<file path="src/rtl/tomasulo_pkg.sv">
// Shared Tomasulo core definitions: machine sizes, opcodes and the CDB broadcast record.
package tomasulo_pkg;

    localparam int unsigned NUM_RS = 8;
    localparam int unsigned DATA_W = 16;
    localparam int unsigned TAG_W  = 5;
    localparam int unsigned REG_AW = 3;

    localparam logic [2:0] OP_LOAD  = 3'd0;
    localparam logic [2:0] OP_STORE = 3'd1;
    localparam logic [2:0] OP_ADD   = 3'd2;
    localparam logic [2:0] OP_MUL   = 3'd3;
    localparam logic [2:0] OP_BEQ   = 3'd4;

    // One CDB broadcast as seen by the register file and the reservation stations.
    typedef struct packed {
        logic              valid;
        logic [TAG_W-1:0]  tag;
        logic [REG_AW-1:0] dest;
        logic              wr;
        logic [DATA_W-1:0] data;
    } cdb_bcast_t;

endpackage

</file>
<file path="src/rtl/rr_pick.sv">
// Round-robin picker: rotate the request vector so ptr sits at bit 0, find the first set bit,
// then map that offset back to an absolute index. Purely combinational.
module rr_pick #(
    parameter int unsigned N     = 8,
    parameter int unsigned IDX_W = (N > 1) ? $clog2(N) : 1
) (
    input  logic [N-1:0]     eligible,
    input  logic [IDX_W-1:0] ptr,
    output logic             valid,
    output logic [IDX_W-1:0] winner
);

    logic [N-1:0]     rotated;
    logic [IDX_W-1:0] first;
    logic [IDX_W:0]   sum;

    // Rotate, find-first-set, unrotate with modulo-N wrap.
    always_comb begin
        rotated = N'({eligible, eligible} >> ptr);
        valid   = |rotated;
        first   = '0;
        for (int i = int'(N) - 1; i >= 0; i--) begin
            if (rotated[i]) begin
                first = IDX_W'(i);
            end
        end
        sum = {1'b0, first} + {1'b0, ptr};
        if (sum >= (IDX_W + 1)'(N)) begin
            sum = sum - (IDX_W + 1)'(N);
        end
        winner = sum[IDX_W-1:0];
    end

endmodule

</file>
<file path="src/rtl/cdb_arbiter.sv">
// Common Data Bus arbiter: grants one finished reservation station per cycle in round-robin
// order and drives the registered CDB broadcast.
// Optional: define CDB_PERF_CNT_EN to add the perf_bcast / perf_conflict saturating counters.
module cdb_arbiter #(
    parameter int unsigned NUM_RS = tomasulo_pkg::NUM_RS,
    parameter int unsigned DATA_W = tomasulo_pkg::DATA_W,
    parameter int unsigned TAG_W  = tomasulo_pkg::TAG_W,
    parameter int unsigned REG_AW = tomasulo_pkg::REG_AW
) (
    input  logic                     clk,
    input  logic                     reset,
    input  logic [NUM_RS-1:0]        req,
    input  logic [NUM_RS*DATA_W-1:0] req_data,
    input  logic [NUM_RS*REG_AW-1:0] req_dest,
    input  logic [NUM_RS-1:0]        req_wr,
    input  logic                     cdb_ready,
    output logic [NUM_RS-1:0]        grant,
    output logic                     cdb_valid,
    output logic [TAG_W-1:0]         cdb_tag,
    output logic [DATA_W-1:0]        cdb_data,
    output logic [REG_AW-1:0]        cdb_dest,
    output logic                     cdb_wr
`ifdef CDB_PERF_CNT_EN
    ,
    output logic [31:0]              perf_bcast,
    output logic [31:0]              perf_conflict
`endif
);

    localparam int unsigned IDX_W = (NUM_RS > 1) ? $clog2(NUM_RS) : 1;

    logic [IDX_W-1:0]  ptr_q, ptr_d;
    logic [NUM_RS-1:0] grant_q, grant_d;
    logic              valid_q, valid_d;
    logic [TAG_W-1:0]  tag_q, tag_d;
    logic [DATA_W-1:0] data_q, data_d;
    logic [REG_AW-1:0] dest_q, dest_d;
    logic              wr_q, wr_d;

    logic [NUM_RS-1:0] elig;
    logic              pick_valid;
    logic [IDX_W-1:0]  winner;

    // The station currently on the bus is masked so a lingering req is not granted twice.
    assign elig = req & ~grant_q;

    rr_pick #(
        .N     (NUM_RS),
        .IDX_W (IDX_W)
    ) u_pick (
        .eligible (elig),
        .ptr      (ptr_q),
        .valid    (pick_valid),
        .winner   (winner)
    );

    // Next-state: hold everything under backpressure, drop grant when nobody is eligible.
    always_comb begin
        ptr_d   = ptr_q;
        grant_d = grant_q;
        valid_d = valid_q;
        tag_d   = tag_q;
        data_d  = data_q;
        dest_d  = dest_q;
        wr_d    = wr_q;
        if (cdb_ready) begin
            if (pick_valid) begin
                grant_d = NUM_RS'(1) << winner;
                valid_d = 1'b1;
                tag_d   = TAG_W'(winner) + TAG_W'(1);
                for (int i = 0; i < int'(NUM_RS); i++) begin
                    if (winner == IDX_W'(i)) begin
                        data_d = req_data[i*DATA_W +: DATA_W];
                        dest_d = req_dest[i*REG_AW +: REG_AW];
                        wr_d   = req_wr[i];
                    end
                end
                ptr_d = (winner == IDX_W'(NUM_RS - 1)) ? '0 : winner + IDX_W'(1);
            end else begin
                grant_d = '0;
                valid_d = 1'b0;
            end
        end
    end

    // Pointer and broadcast registers.
    always_ff @(posedge clk or posedge reset) begin
        if (reset) begin
            ptr_q   <= '0;
            grant_q <= '0;
            valid_q <= 1'b0;
            tag_q   <= '0;
            data_q  <= '0;
            dest_q  <= '0;
            wr_q    <= 1'b0;
        end else begin
            ptr_q   <= ptr_d;
            grant_q <= grant_d;
            valid_q <= valid_d;
            tag_q   <= tag_d;
            data_q  <= data_d;
            dest_q  <= dest_d;
            wr_q    <= wr_d;
        end
    end

    assign grant     = grant_q;
    assign cdb_valid = valid_q;
    assign cdb_tag   = tag_q;
    assign cdb_data  = data_q;
    assign cdb_dest  = dest_q;
    assign cdb_wr    = wr_q;

`ifdef CDB_PERF_CNT_EN
    logic [31:0] perf_bcast_q;
    logic [31:0] perf_conflict_q;
    logic        multi_elig;

    // Two or more eligible bits: clearing the lowest set bit leaves something behind.
    assign multi_elig = |(elig & (elig - NUM_RS'(1)));

    // Saturating counters for accepted broadcasts and arbitration conflicts.
    always_ff @(posedge clk or posedge reset) begin
        if (reset) begin
            perf_bcast_q    <= '0;
            perf_conflict_q <= '0;
        end else begin
            if (valid_q && cdb_ready && !(&perf_bcast_q)) begin
                perf_bcast_q <= perf_bcast_q + 32'd1;
            end
            if (multi_elig && !(&perf_conflict_q)) begin
                perf_conflict_q <= perf_conflict_q + 32'd1;
            end
        end
    end

    assign perf_bcast    = perf_bcast_q;
    assign perf_conflict = perf_conflict_q;
`endif

endmodule

</file>
<file path="config.mk">
export PLATFORM = sky130hd
export DESIGN_NAME = cdb_arbiter
export DESIGN_NICKNAME = d
export VERILOG_FILES = /design/src/rtl/tomasulo_pkg.sv /design/src/rtl/rr_pick.sv /design/src/rtl/cdb_arbiter.sv
export SDC_FILE = /design/constraint.sdc
export NUM_CORES = 1
export LEC_CHECK = 0
export BUFFER_PORTS_ARGS = -buffer_cell sky130_fd_sc_hd__buf_2
export CORE_ASPECT_RATIO = 1.5
export CORE_MARGIN = 2
export CORE_UTILIZATION = 49
export CTS_CLUSTER_DIAMETER = 100
export DETAILED_ROUTE_END_ITERATION = 16
export HOLD_SLACK_MARGIN = 0.15
export PLACE_DENSITY_LB_ADDON = 0.3
export SETUP_SLACK_MARGIN = 0.4
export SYNTH_ARGS = -nofsm -noshare
export SYNTH_HDL_FRONTEND = slang
export SYNTH_HIERARCHICAL = 1
export SYNTH_SLANG_ARGS = --single-unit
</file>
<file path="constraint.sdc">
create_clock -name clk -period 11.7 [get_ports clk]
set_input_delay 2.34 -clock clk [delete_from_list [all_inputs] [get_ports clk]]
set_output_delay 2.34 -clock clk [all_outputs]
set_load 0.005 [all_outputs]
</file>
==> results.md <==
* Outcome: finished clean
* Worst-case clock buffer depth at 2
* Number of cells on the worst reg-to-reg path at 18
* Met3 Use GR at 0.0427
* Post-route DRC at 0
* Distinct cells, synth at 61
* Register bit count reported by yosys at 36
* Timing-limited maximum frequency at 0.132 GHz
* Reg clk slew, reported paths at about 0.08 ns
* Port Buf Inserts at 203
* Crit-path max cell delay at between 0.9 and 1 ns
* Setup crit start kind: input pin
* GR Layer Usage met1 at 0.371
* Wire length per cell after detailed routing at around 17 um
* Design Area, Final at 4750 um2
* Fraction of post-synthesis cell area in the top cell type by area at 0.242
* Post-synthesis to final-layout area growth at 27.6%
* Nature of the critical path endpoint: flop
* Final wirelength at 12900 um
* Post-CTS Setup Repair Bufs at 0
* Drt initial violations at between 300 and 400
* H-tree Lvls at 2
* Setup repair after global routing missed its margin: false
* Fraction of synthesis flops using an asynchronous set or reset pin at 1.00
* Number of antenna violations at the first check in global routing at 1
* Final Instance Count excl. Fillers at about 760
* Setup skew after layout at about 0.0094 ns
* Top cell types by occurrence after synthesis: 76 x sky130_fd_sc_hd__nand2_1, 65 x sky130_fd_sc_hd__a21oi_1, 41 x sky130_fd_sc_hd__nor2_1, 36 x sky130_fd_sc_hd__dfrtp_1, 29 x sky130_fd_sc_hd__o21ai_0
* Post-cts hold buffer count at 0
* Cell Count Post-Placement at 753
* Warnings, synthesis at 6
* Final-report setup violation count at 0
* Tcrit/Tclk final at 0.645
* Highest-utilization routing layer at the global route stage: met2
* First-pass DRT Iterations at 5
* Most area-consuming cells after synthesis: sky130_fd_sc_hd__dfrtp_1 24%, sky130_fd_sc_hd__a21oi_1 8.7%, sky130_fd_sc_hd__nand2_1 7.7%
* Critical Path AT at 7.68 ns
* Primary FF master, synth: sky130_fd_sc_hd__dfrtp_1
* Worst Path Class, Setup: in -> reg
* Pin count of the biggest net entering global routing at 61
* Post-cts repair resize count at 0
* Number of vias after detailed routing at between 4000 and 5000
* Critical-path cell with the highest stage delay: sky130_fd_sc_hd__o21bai_4
* Number of global-route vias before repair at between 4000 and 5000
* Count of flip-flops with a built-in enable after synthesis at 0
* Number of clock buffers inserted by TritonCTS at 5
* Total global routing overflow at 0
* Placer's final routability congestion estimate at roughly 0.97
* DRT antenna net count at 0
* Hold path start: cdb_tag[0]$_DFFE_PP0P_
* Kind of cell adding the most delay to the critical path: compound AO/OA/AOI/OAI gates
* R2r endpoint: cdb_data[14]$_DFFE_PP0P_
* Synth Net Count at 672
* Library cell with the largest summed area after synthesis: sky130_fd_sc_hd__dfrtp_1
* Total Die Area at around 8300 um2
* Max-Cap Viols at 0
* CTS tree: built
* Setup slack on the worst flop-to-flop path at roughly 5.7 ns
* Floorplan row count at 38
* Most repeated cell in the gate-level netlist after synthesis: sky130_fd_sc_hd__nand2_1
* Share of the yosys chip area belonging to registers at 0.242
* Detailed placement HPWL at around 10000 um
* Wire length of the first global-routing pass at approximately 20000 um
* Hold-critical path depth at 2
* Measured slew at the worst slew-check pin at ~1.2 ns
* Fraction of final layout cells sized beyond drive strength 1 at 0.365
* Worst-case headroom to the max-slew limit at 0.206
* Cells along the critical path: buf_2 -> nor2b_1 -> mux2i_1 -> mux4_2 -> a22oi_1 -> nor3b_1 -> a311o_1 -> ha_1 -> inv_1 -> fa_1 -> xnor2_2 -> buf_4 -> inv_1 -> ha_1 -> buf_4 -> or4_4 -> o21bai_4 -> nor2_1 -> a21oi_1 -> o31ai_1
* Detailed-route vias per instance at around 5.8
* Summed instance area of the synthesized netlist at between 3000 and 4000 um2
* Maximum fanout count along the critical path at 60
* Total routing usage reported by global routing at 0.301
* Crit Reg-Reg Startpoint: ptr_q[1]$_DFFE_PP0P_
* GRT met2 Usage at 0.513
* Endpoint of the worst hold-timing path: cdb_tag[0]$_DFFE_PP0P_
* Final hold violation count at 0
* CP Data Required Time at approximately 12 ns
* Max Slew Vio Count at 0
* Combined buffer and inverter count along the critical path at 5
* Synth Instances at roughly 490
* Width of the die at ~75 um
* Chip Height at roughly 110 um
* Cell at the root of the clock tree: sky130_fd_sc_hd__clkbuf_8
* Initial Util at 0.508
* Floorplan core area at 7320 um2
* Mean instance size in the synthesized netlist at between 7 and 8 um2
* I/O Pins at between 200 and 250
* Filler cell count at about 710
* NumNets Final at 840
* Final period demand of the worst path at between 7 and 8 ns
* Clk_lat worst skew at 0.29 ns
* Sum of negative setup slack at 0 ns
* Placement Cell Area at ~4600 um2
* Class of the most critical hold timing path: reg -> reg
* Sinks on Clock Net at 36
==> worst max path at each step <==
stage,to,slack [ns],start,depth (start not counted)
floorplan,cdb_data[1]$_DFFE_PP0P_,5.39,req[5],20
global placement,cdb_data[15]$_DFFE_PP0P_,4.10,req[0],20
detailed placement,cdb_data[15]$_DFFE_PP0P_,3.91,req[0],20
CTS,cdb_dest[0]$_DFFE_PP0P_,4.20,req[0],20
global route,cdb_data[14]$_DFFE_PP0P_,3.75,req[0],20
finish,cdb_data[14]$_DFFE_PP0P_,4.15,req[0],20
==> per-layer routing <==
layer  routed length, um  vias to the layer above
met3                1040                       34
met2                6590                      238
met5                   0                        -
li1                    -                     2118
met4                 393                        0
met1                4860                     2051
==> metrics by stage <==
stage / utilization / setup slack [ns] / hold WS [ns]
after detailed placement: 0.634 / 3.91 / 0.476
after CTS: 0.648 / 4.20 / 0.494
after global routing: 0.649 / 3.75 / 0.524
final: 0.649 / 4.15 / 0.482
after global placement: 0.634 / 4.10 / 0.463
after floorplan: - / 5.39 / 0.445
==> placed cells by master (no fill, tap or decap), types with 2 or more instances in the layout <==
| cell type | Yosys | routed |
|---|---|---|
| sky130_fd_sc_hd__nand3_1 | 2 | 2 |
| sky130_fd_sc_hd__buf_2 | 12 | 203 |
| sky130_fd_sc_hd__and2_1 | 2 | 2 |
| sky130_fd_sc_hd__nand2_1 | 76 | 76 |
| sky130_fd_sc_hd__nor2b_1 | 28 | 28 |
| sky130_fd_sc_hd__nor2_1 | 41 | 41 |
| sky130_fd_sc_hd__a2111oi_1 | 9 | 9 |
| sky130_fd_sc_hd__o31ai_1 | 20 | 20 |
| sky130_fd_sc_hd__a22oi_1 | 2 | 2 |
| sky130_fd_sc_hd__a2111oi_2 | 3 | 3 |
| sky130_fd_sc_hd__clkbuf_8 | 0 | 5 |
| sky130_fd_sc_hd__mux2_1 | 2 | 2 |
| sky130_fd_sc_hd__a2111oi_0 | 7 | 7 |
| sky130_fd_sc_hd__nand2b_1 | 5 | 5 |
| sky130_fd_sc_hd__o22ai_1 | 7 | 7 |
| sky130_fd_sc_hd__or3_1 | 2 | 2 |
| sky130_fd_sc_hd__a21oi_1 | 65 | 65 |
| sky130_fd_sc_hd__inv_1 | 17 | 17 |
| sky130_fd_sc_hd__mux2i_1 | 8 | 8 |
| sky130_fd_sc_hd__buf_4 | 3 | 6 |
| sky130_fd_sc_hd__ha_1 | 8 | 7 |
| sky130_fd_sc_hd__mux2_2 | 4 | 4 |
| sky130_fd_sc_hd__o21a_1 | 20 | 20 |
| sky130_fd_sc_hd__dfrtp_1 | 36 | 36 |
| sky130_fd_sc_hd__o21ai_0 | 29 | 29 |
| sky130_fd_sc_hd__a221oi_2 | 6 | 6 |
| sky130_fd_sc_hd__a221oi_1 | 14 | 14 |
==> tightest hold or removal path, delay by kind of cell, from the launching register on <==
family	cells	cell delay, ns
AO/OA/AOI/OAI	1	0.06
flip-flops	1	0.34
AND/OR/NAND/NOR	1	0.04
==> cell type report <==
cell class                 count  area (um2)  share of cell area
multi-input combinational    390        2490               0.523
timing repair buffer         209        1060               0.223
sequential                    36         901               0.190
antenna                        1        2.50            0.000527
inverter                      18        67.6              0.0142
clock inverter                 2        35.0             0.00737
tap                          100         125              0.0263
clock buffer                   6        72.6              0.0153
==> kinds of logic (layout without fill, tap and decap cells) <==
kind of cell | after synthesis | in the layout | synth area share
AO/OA/AOI/OAI | 194 | 194 | 0.364
AND/OR/NAND/NOR | 167 | 167 | 0.209
buffers and inverters | 66 | 235 | 0.0928
flip-flops | 36 | 36 | 0.242
multiplexers | 17 | 17 | 0.0534
adder cells (fa/ha/maj) | 10 | 10 | 0.0353
other | 1 | 2 | 0.00101
XOR/XNOR | 1 | 1 | 0.00235
==> sequential cells by signal (all words and copies together), names as in the netlist <==
signal and flops:
cdb_wr 1, cdb_tag 4, grant 8, cdb_dest 3, ptr_q 3, cdb_valid 1, cdb_data 16
Power is not shown: default switching activity piles up to over one toggle a cycle in this logic, so the estimate is an artifact.
